## src/rtl/button_conditioner.sv

```systemverilog
// Button input conditioning: two-flop synchronizer, debounce, press detection,
// left/right auto-repeat and arbitration into single-cycle move/drop strobes.
module button_conditioner #(
  parameter int unsigned DEBOUNCE_CYCLES = 250000,
  parameter int unsigned REPEAT_DELAY    = 12500000,
  parameter int unsigned REPEAT_PERIOD   = 3750000,
  parameter int unsigned CNT_W           = 24
) (
  input  logic       clk,
  input  logic       rst_n,
  input  logic       btn_right_raw,
  input  logic       btn_left_raw,
  input  logic       btn_drop_raw,
  output logic       move_right,
  output logic       move_left,
  output logic       drop_piece,
  output logic [6:0] o_dbg_state
);

  // Button index: 0 = right, 1 = left, 2 = drop.
  localparam int NB = 3;
  localparam int NR = 2;

  localparam logic [CNT_W-1:0] DB_LAST  = CNT_W'(DEBOUNCE_CYCLES - 1);
  localparam logic [CNT_W-1:0] RD_LAST  = CNT_W'(REPEAT_DELAY - 1);
  localparam logic [CNT_W-1:0] RP_LAST  = CNT_W'(REPEAT_PERIOD - 1);
  localparam logic [CNT_W-1:0] CNT_ONE  = CNT_W'(1);

  typedef enum logic [1:0] {
    ST_IDLE   = 2'd0,
    ST_DELAY  = 2'd1,
    ST_REPEAT = 2'd2
  } rpt_state_t;

  logic [NB-1:0]    w_raw;
  logic [NB-1:0]    r_sync1;
  logic [NB-1:0]    r_sync2;
  logic [NB-1:0]    r_stable;
  logic [NB-1:0]    w_stable_nxt;
  logic [NB-1:0]    w_press;
  logic [CNT_W-1:0] r_db_cnt     [NB];
  logic [CNT_W-1:0] w_db_cnt_nxt [NB];

  rpt_state_t       r_state      [NR];
  rpt_state_t       w_state_nxt  [NR];
  logic [CNT_W-1:0] r_tmr        [NR];
  logic [CNT_W-1:0] w_tmr_nxt    [NR];
  logic [NR-1:0]    w_fire;

  logic             w_move_block;
  logic             r_move_right;
  logic             r_move_left;
  logic             r_drop_piece;

  assign w_raw = {btn_drop_raw, btn_left_raw, btn_right_raw};

  always_ff @(posedge clk) begin
    if (!rst_n) begin
      r_sync1 <= '0;
      r_sync2 <= '0;
    end else begin
      r_sync1 <= w_raw;
      r_sync2 <= r_sync1;
    end
  end

  // Stable state flips only after DEBOUNCE_CYCLES consecutive disagreeing samples.
  always_comb begin
    for (int i = 0; i < NB; i++) begin
      w_db_cnt_nxt[i] = '0;
      w_stable_nxt[i] = r_stable[i];
      if (r_sync2[i] != r_stable[i]) begin
        if (r_db_cnt[i] == DB_LAST) begin
          w_stable_nxt[i] = r_sync2[i];
        end else begin
          w_db_cnt_nxt[i] = r_db_cnt[i] + CNT_ONE;
        end
      end
    end
  end

  assign w_press = ~r_stable & w_stable_nxt;

  // Stable resets to "pressed" so a button held through reset stays silent.
  always_ff @(posedge clk) begin
    if (!rst_n) begin
      r_stable <= '1;
      for (int i = 0; i < NB; i++) r_db_cnt[i] <= '0;
    end else begin
      r_stable <= w_stable_nxt;
      for (int i = 0; i < NB; i++) r_db_cnt[i] <= w_db_cnt_nxt[i];
    end
  end

  always_ff @(posedge clk) begin
    if (!rst_n) begin
      for (int i = 0; i < NR; i++) begin
        r_state[i] <= ST_IDLE;
        r_tmr[i]   <= '0;
      end
    end else begin
      for (int i = 0; i < NR; i++) begin
        r_state[i] <= w_state_nxt[i];
        r_tmr[i]   <= w_tmr_nxt[i];
      end
    end
  end

  // Release is checked first, so it wins over a strobe due in the same cycle.
  always_comb begin
    for (int i = 0; i < NR; i++) begin
      w_state_nxt[i] = r_state[i];
      w_tmr_nxt[i]   = r_tmr[i];
      w_fire[i]      = 1'b0;
      case (r_state[i])
        ST_IDLE: begin
          w_tmr_nxt[i] = '0;
          if (w_press[i]) begin
            w_fire[i]      = 1'b1;
            w_state_nxt[i] = ST_DELAY;
          end
        end
        ST_DELAY: begin
          if (!r_stable[i]) begin
            w_state_nxt[i] = ST_IDLE;
            w_tmr_nxt[i]   = '0;
          end else if (r_tmr[i] == RD_LAST) begin
            w_fire[i]      = 1'b1;
            w_state_nxt[i] = ST_REPEAT;
            w_tmr_nxt[i]   = '0;
          end else begin
            w_tmr_nxt[i] = r_tmr[i] + CNT_ONE;
          end
        end
        ST_REPEAT: begin
          if (!r_stable[i]) begin
            w_state_nxt[i] = ST_IDLE;
            w_tmr_nxt[i]   = '0;
          end else if (r_tmr[i] == RP_LAST) begin
            w_fire[i]    = 1'b1;
            w_tmr_nxt[i] = '0;
          end else begin
            w_tmr_nxt[i] = r_tmr[i] + CNT_ONE;
          end
        end
        default: begin
          w_state_nxt[i] = ST_IDLE;
          w_tmr_nxt[i]   = '0;
        end
      endcase
    end
  end

  // Moves are blocked while both directions are held (post-edge stable states,
  // so a simultaneous double press is caught), when both would fire together,
  // or when drop fires. Blocked strobes are dropped; the timers are untouched.
  assign w_move_block = (w_stable_nxt[0] & w_stable_nxt[1]) |
                        (w_fire[0] & w_fire[1]) |
                        w_press[2];

  always_ff @(posedge clk) begin
    if (!rst_n) begin
      r_move_right <= 1'b0;
      r_move_left  <= 1'b0;
      r_drop_piece <= 1'b0;
    end else begin
      r_move_right <= w_fire[0] & ~w_move_block;
      r_move_left  <= w_fire[1] & ~w_move_block;
      r_drop_piece <= w_press[2];
    end
  end

  assign move_right  = r_move_right;
  assign move_left   = r_move_left;
  assign drop_piece  = r_drop_piece;
  assign o_dbg_state = {r_stable, r_state[1], r_state[0]};

endmodule
```

## config.mk

```make
export PLATFORM = sky130hd
export DESIGN_NAME = button_conditioner
export DESIGN_NICKNAME = d
export VERILOG_FILES = /design/src/rtl/button_conditioner.sv
export SDC_FILE = /design/constraint.sdc
export NUM_CORES = 1
export LEC_CHECK = 0
export ABC_AREA = 1
export ABC_CLOCK_PERIOD_IN_PS = 1930
export BUFFER_PORTS_ARGS = -buffer_cell sky130_fd_sc_hd__buf_2
export CORE_ASPECT_RATIO = 0.7
export CORE_MARGIN = 1
export CORE_UTILIZATION = 55
export DETAILED_ROUTE_END_ITERATION = 7
export PLACE_DENSITY = 0.81
export SLEW_MARGIN = 15
export SYNTH_ARGS = -nofsm -noshare
export SYNTH_HDL_FRONTEND = slang
export SYNTH_SLANG_ARGS = --single-unit
export TNS_END_PERCENT = 10
```

## constraint.sdc

```tcl
create_clock -name clk -period 1.93 [get_ports clk]
set_input_delay 0 -clock clk [delete_from_list [all_inputs] [get_ports clk]]
set_output_delay 0 -clock clk [all_outputs]
set_load 0.1 [all_outputs]
```

Word level (Yosys, flattened, before mapping)
Memories as Yosys holds them, arrays and structs flattened.
Cells that the tools add are included.
{"block": "totals", "reg_bits": 12, "mem_count": 3, "mem_bits_rw": 124, "word_cells": 99}
{"name": "r_db_cnt", "depth": 3, "width": 24, "rd": 3, "rd_ports_with_merged_regs": 0, "write_ports": 3, "line": "41", "source": "logic [CNT_W-1:0] r_db_cnt [NB];"}
{"name": "r_tmr", "depth": 2, "width": 24, "rd": 2, "rd_ports_with_merged_regs": 0, "write_ports": 2, "line": "46", "source": "logic [CNT_W-1:0] r_tmr [NR];"}
{"name": "r_state", "depth": 2, "width": 2, "rd": 2, "rd_ports_with_merged_regs": 0, "write_ports": 2, "line": "44", "source": "rpt_state_t r_state [NR];"}
{"block": "op_classes", "n_eq_ne": 14, "muxes": 53, "bitwise_logic": 16, "reduce_logical": 2, "add_sub_neg": 5}
{"op": "2-to-1 mux 24 bit", "count": 19}
{"op": "adder 24 x 1 -> 24 bit, second input constant", "count": 5}
{"op": "one-hot mux 24 bit (2 select lines)", "count": 2}
{"op": "equality test 24 x 18 -> 1 bit, second input constant", "count": 3}
{"op": "equality test 24 x 22 -> 1 bit, second input constant", "count": 2}
{"op": "equality test 24 bit, second input constant", "count": 2}
{"op": "2-to-1 mux 2 bit", "count": 10}
{"op": "2-to-1 mux 1 bit", "count": 18}
{"op": "one-hot mux 2 bit (3 select lines)", "count": 2}
{"op": "OR 1 bit", "count": 9}
{"op": "one-hot mux 1 bit (3 select lines)", "count": 2}
{"op": "AND 1 bit", "count": 4}
{"op": "equality test 2 x 1 -> 1 bit, second input constant", "count": 2}
{"op": "equality test 2 bit, second input constant", "count": 2}
{"op": "logical NOT 2 bit", "count": 2}
{"op": "AND 3 bit", "count": 1}
{"op": "inequality test 1 bit", "count": 3}
{"op": "inverter 3 bit", "count": 1}
{"op": "inverter 1 bit", "count": 1}

Depth between registers and ports, before layout
{"block": "logic_depth", "ltp_word": 11, "ltp_mapped": 13}

Worst setup path after synthesis
No wires, ideal clock.
{"block": "synth_timing", "path_kind": "register -> register", "start": "mem r_state[0][0] (netlist name)", "end": "mem r_tmr[0][23]", "required_time_ns": 1.868, "slack_ns": -0.221, "arrival_ns": 2.089, "path_buffers": 1, "path_stages_with_launch": 9, "period_less_slack_ns": 2.151, "path_cell_list": "dfxtp_1 > ha_1 > nand2_1 > inv_1 > nand2_1 > a31oi_4 > nand2_4 > buf_12 > nor2_2"}
{"item": "from (decl)", "line": "44"}
{"item": "to (decl)", "line": "46"}

==> metrics.md <==
| Metric | Value |
|---|---|
| Num CTS Buffers | 17 |
| Leakage dissipation | 3.305 nW |
| Critical Path Sink Type | flip-flop |
| Largest net degree at the start of global routing | 23 |
| Remaining routing DRC violations | 0 |
| I/O pin cnt | 15 |
| Initial antenna violation count | 0 |
| Tot GR Track Use | 0.2550 |
| Ys async rst share | 0 |
| Total Wirelength | 16,720 um |
| Mapped Area | 0.007357 sq mm |
| Syn nets | 1,061 |
| CP arrival | 2.09 ns |
| GP Congestion | 0.9496 |
| Startpoint Class | flip-flop |
| Initial core utilization | 0.5784 |
| Final slew viol count | 0 |
| # H-tree levels | 4 |
| CTS Buffer Depth | 2 |
| Die Span X | 140.2 um |
| Iteration-0 DRC Markers | 568 |
| First-pass GRT wire length | 28,460 um |
| Overflow after GRT | 0 |
| Synth top area share | 0.3701 |
| Synth area leaders | dfxtp_1 37%, nand2_1 10%, nor2_1 9.3% |
| # setup viols final | 0 |
| DR WL/cell | 13.31 um |
| Tmin final | 1.794 ns |
| Worst skew pair latency | 0.42 ns |
| Unrepaired setup endpoints after global routing | true |
| Cell taking the most area after synthesis | dfxtp_1 |
| Total number of vias | 6,626 |
| Design Power | 0.006303 W |
| Status | finished clean |
| Worst-path clk slew | 0.06 ns |
| Cell Pwr Density | 756.4 mW/mm^2 |
| Worst clock skew | 0.008829 ns |
| Avg Cell Area, Syn | 7.054 sq um |
| Final Cycle Share | 0.9293 |
| Post-synth EDFFs | 0 |
| Core Area | 0.01272 sq mm |
| Layout cells sized above 1 | 0.1508 |
| Register area share after synthesis | 0.3701 |
| Hold Path Class | in2reg |
| Worst slack at placement | 0.1130 ns |
| Seq cells post-synth | 136 |
| # port buffers | 14 |
| Post-route ant nets | 0 |
| Die height | 98.77 um |
| TritonCTS clock tree | done |
| Final Hold Viols | 0 |
| Fin worst setup slack | 0.1365 ns |
| Worst-Margin Slew | 0.5268 ns |
| Max cap viols | 0 |
| Critical path required time | 2.22 ns |
| Synthesized instance count | 1,043 |
| Final nets | 1,099 |
| Max Fanout on Critical Path | 6 |
| Via-to-Cell Ratio | 5.275 |
| Number of global-route vias before repair | 6,042 |
| Synth cell types | 45 |
| Max Freq | 557.6 MHz |
| Site row count | 34 |
| Yosys warnings | 0 |
| Syn-to-layout area delta | 13.27% |
| Diode count | 0 |
| HPWL after DPL | 11,680 um |
| CTS Sinks | 136 |
| TritonRoute pass-1 iters | 6 |
| Full die area | 0.01385 sq mm |
| Main synth FF type | dfxtp_1 |
| Type of the worst setup path | reg2reg |
| Headroom to the max-slew limit | 0.6512 |
| Peak supply drop | 0.6745 mV |
| Clk root buf | clkbuf_16 |
## where the power goes
part	switching (W)	internal [W]
Combinational	0.000106	0.0000587
Clock	0.00118	0.00211
Sequential	0.0000180	0.00283
## path summary, 6_finish.rpt
| kind | depth (start not counted) | to | slack, ns | from |
|---|---|---|---|---|
| worst max-delay path | 9 | r_tmr[0][22] | 0.14 | r_tmr[0][0] |
| worst min-delay path | 4 | r_sync1[1] | 0.34 | btn_left_raw |
| worst max register to register | 9 | r_tmr[0][22] | 0.14 | r_tmr[0][0] |
| worst min register to register | 2 | r_sync2[0] | 0.41 | r_sync1[0] |
## metal layers
layer  GRT usage  vias up  wire length, um
met1      0.3561     2949             7933
met4      0.1048        0              348
met3     0.05102       32             1203
met5           0        -                0
met2      0.3850      252             7232
li1            -     3393                -
## flip-flops by register name, indices dropped and copies added, names as in the netlist
name / cells
r_sync2: 3
r_db_cnt: 72
r_state: 4
move_left: 1
r_tmr: 48
move_right: 1
r_sync1: 3
r_stable: 3
drop_piece: 1
## critical path, cell delays in order (launching register included)
cell     delay [ns]
dfxtp_2        0.35
ha_2           0.21
nand3_4        0.15
nor2_4         0.18
inv_2          0.06
nor3_4         0.17
nand3_2        0.15
nor2_2         0.14
xor2_1         0.18
nor2_1         0.07
## per-stage QoR
step	TNS, ns	hold WS (ns)	cell area, sq um	std cells	util
3_3_place_gp	0	0.1831	7625	1217	0.5994
3_5_place_dp	0	0.1955	7625	1217	0.5994
4_1_cts	0	0.3419	8290	1255	0.6518
6_report	0	0.3392	8333	1256	0.6551
2_1_floorplan	-0.02447	0.09763	7363	1043	-
5_1_grt	-0.7952	0.3623	8333	1256	0.6551
## layout by cell type, fill, tap and decap left out, types with 7 or more instances in the layout
master and n:
o21ai_1 7, o21ai_0 23, nand3_1 56, nor2_1 181
nor3_1 33, nor3_2 9, ha_1 10, nand2_1 201
nand4_1 31, nand2_2 13, nand3_2 9, dfxtp_1 129
nor2_2 23, inv_1 142, or2_2 7, xnor2_1 13
buf_2 14, inv_2 9, clkbuf_16 17, xor2_1 28
dfxtp_2 7, a21oi_1 41, nor2_4 10, buf_4 10
## final cells by class
| cell class | instances | area, sq um |
|---|---|---|
| clock buffers | 26 | 519.2 |
| clock inverters | 6 | 86.33 |
| fillers | 1041 | 4387 |
| inverters | 151 | 566.8 |
| multi-input cells | 744 | 4001 |
| flip-flops and latches | 136 | 2731 |
| well taps | 162 | 202.7 |
| repair buffers | 31 | 225.2 |
## kinds of logic (layout without fill, tap and decap cells)
kind of cell	Yosys count	after routing	share of synthesized area
compound gates	86	86	0.06735
xor+xnor	41	41	0.04881
fa+ha+maj	13	13	0.02211
buf+inv	163	214	0.09048
flops	136	136	0.3701
simple gates	604	604	0.4012
## repair_timing
action | 4_1_cts | 5_1_grt
setup endpoints to repair | 0 | 57
hold buffers | 6 | 0
setup buffers | 0 | 1
hold endpoints to repair | 12 | 0
resized for setup | 0 | 12
## Yosys cell counts (2+ instances only)
library cell  count
and3_1            3
nand2_1         201
nand2_2          13
buf_4             3
xnor2_1          13
nor3_2            8
or2_2             7
inv_1           142
ha_1             13
nor4_1            6
nor4_4            2
inv_2             9
buf_2             3
a21oi_1          41
o21ai_1           6
nor2_2           23
o21a_1            5
nand2_4           4
a21oi_2           3
a31oi_1           2
o21ai_0          24
nand4_2           2
buf_6             3
nor3_1           34
nor2_1          183
dfxtp_1         136
xor2_1           28
nand3_1          57
nor3_4            4
clkbuf_1          2
nor2_4            8
nand4_1          31
nor3b_1           5
nand3_2           8
Note: power is estimated with default switching activity, not from simulation.
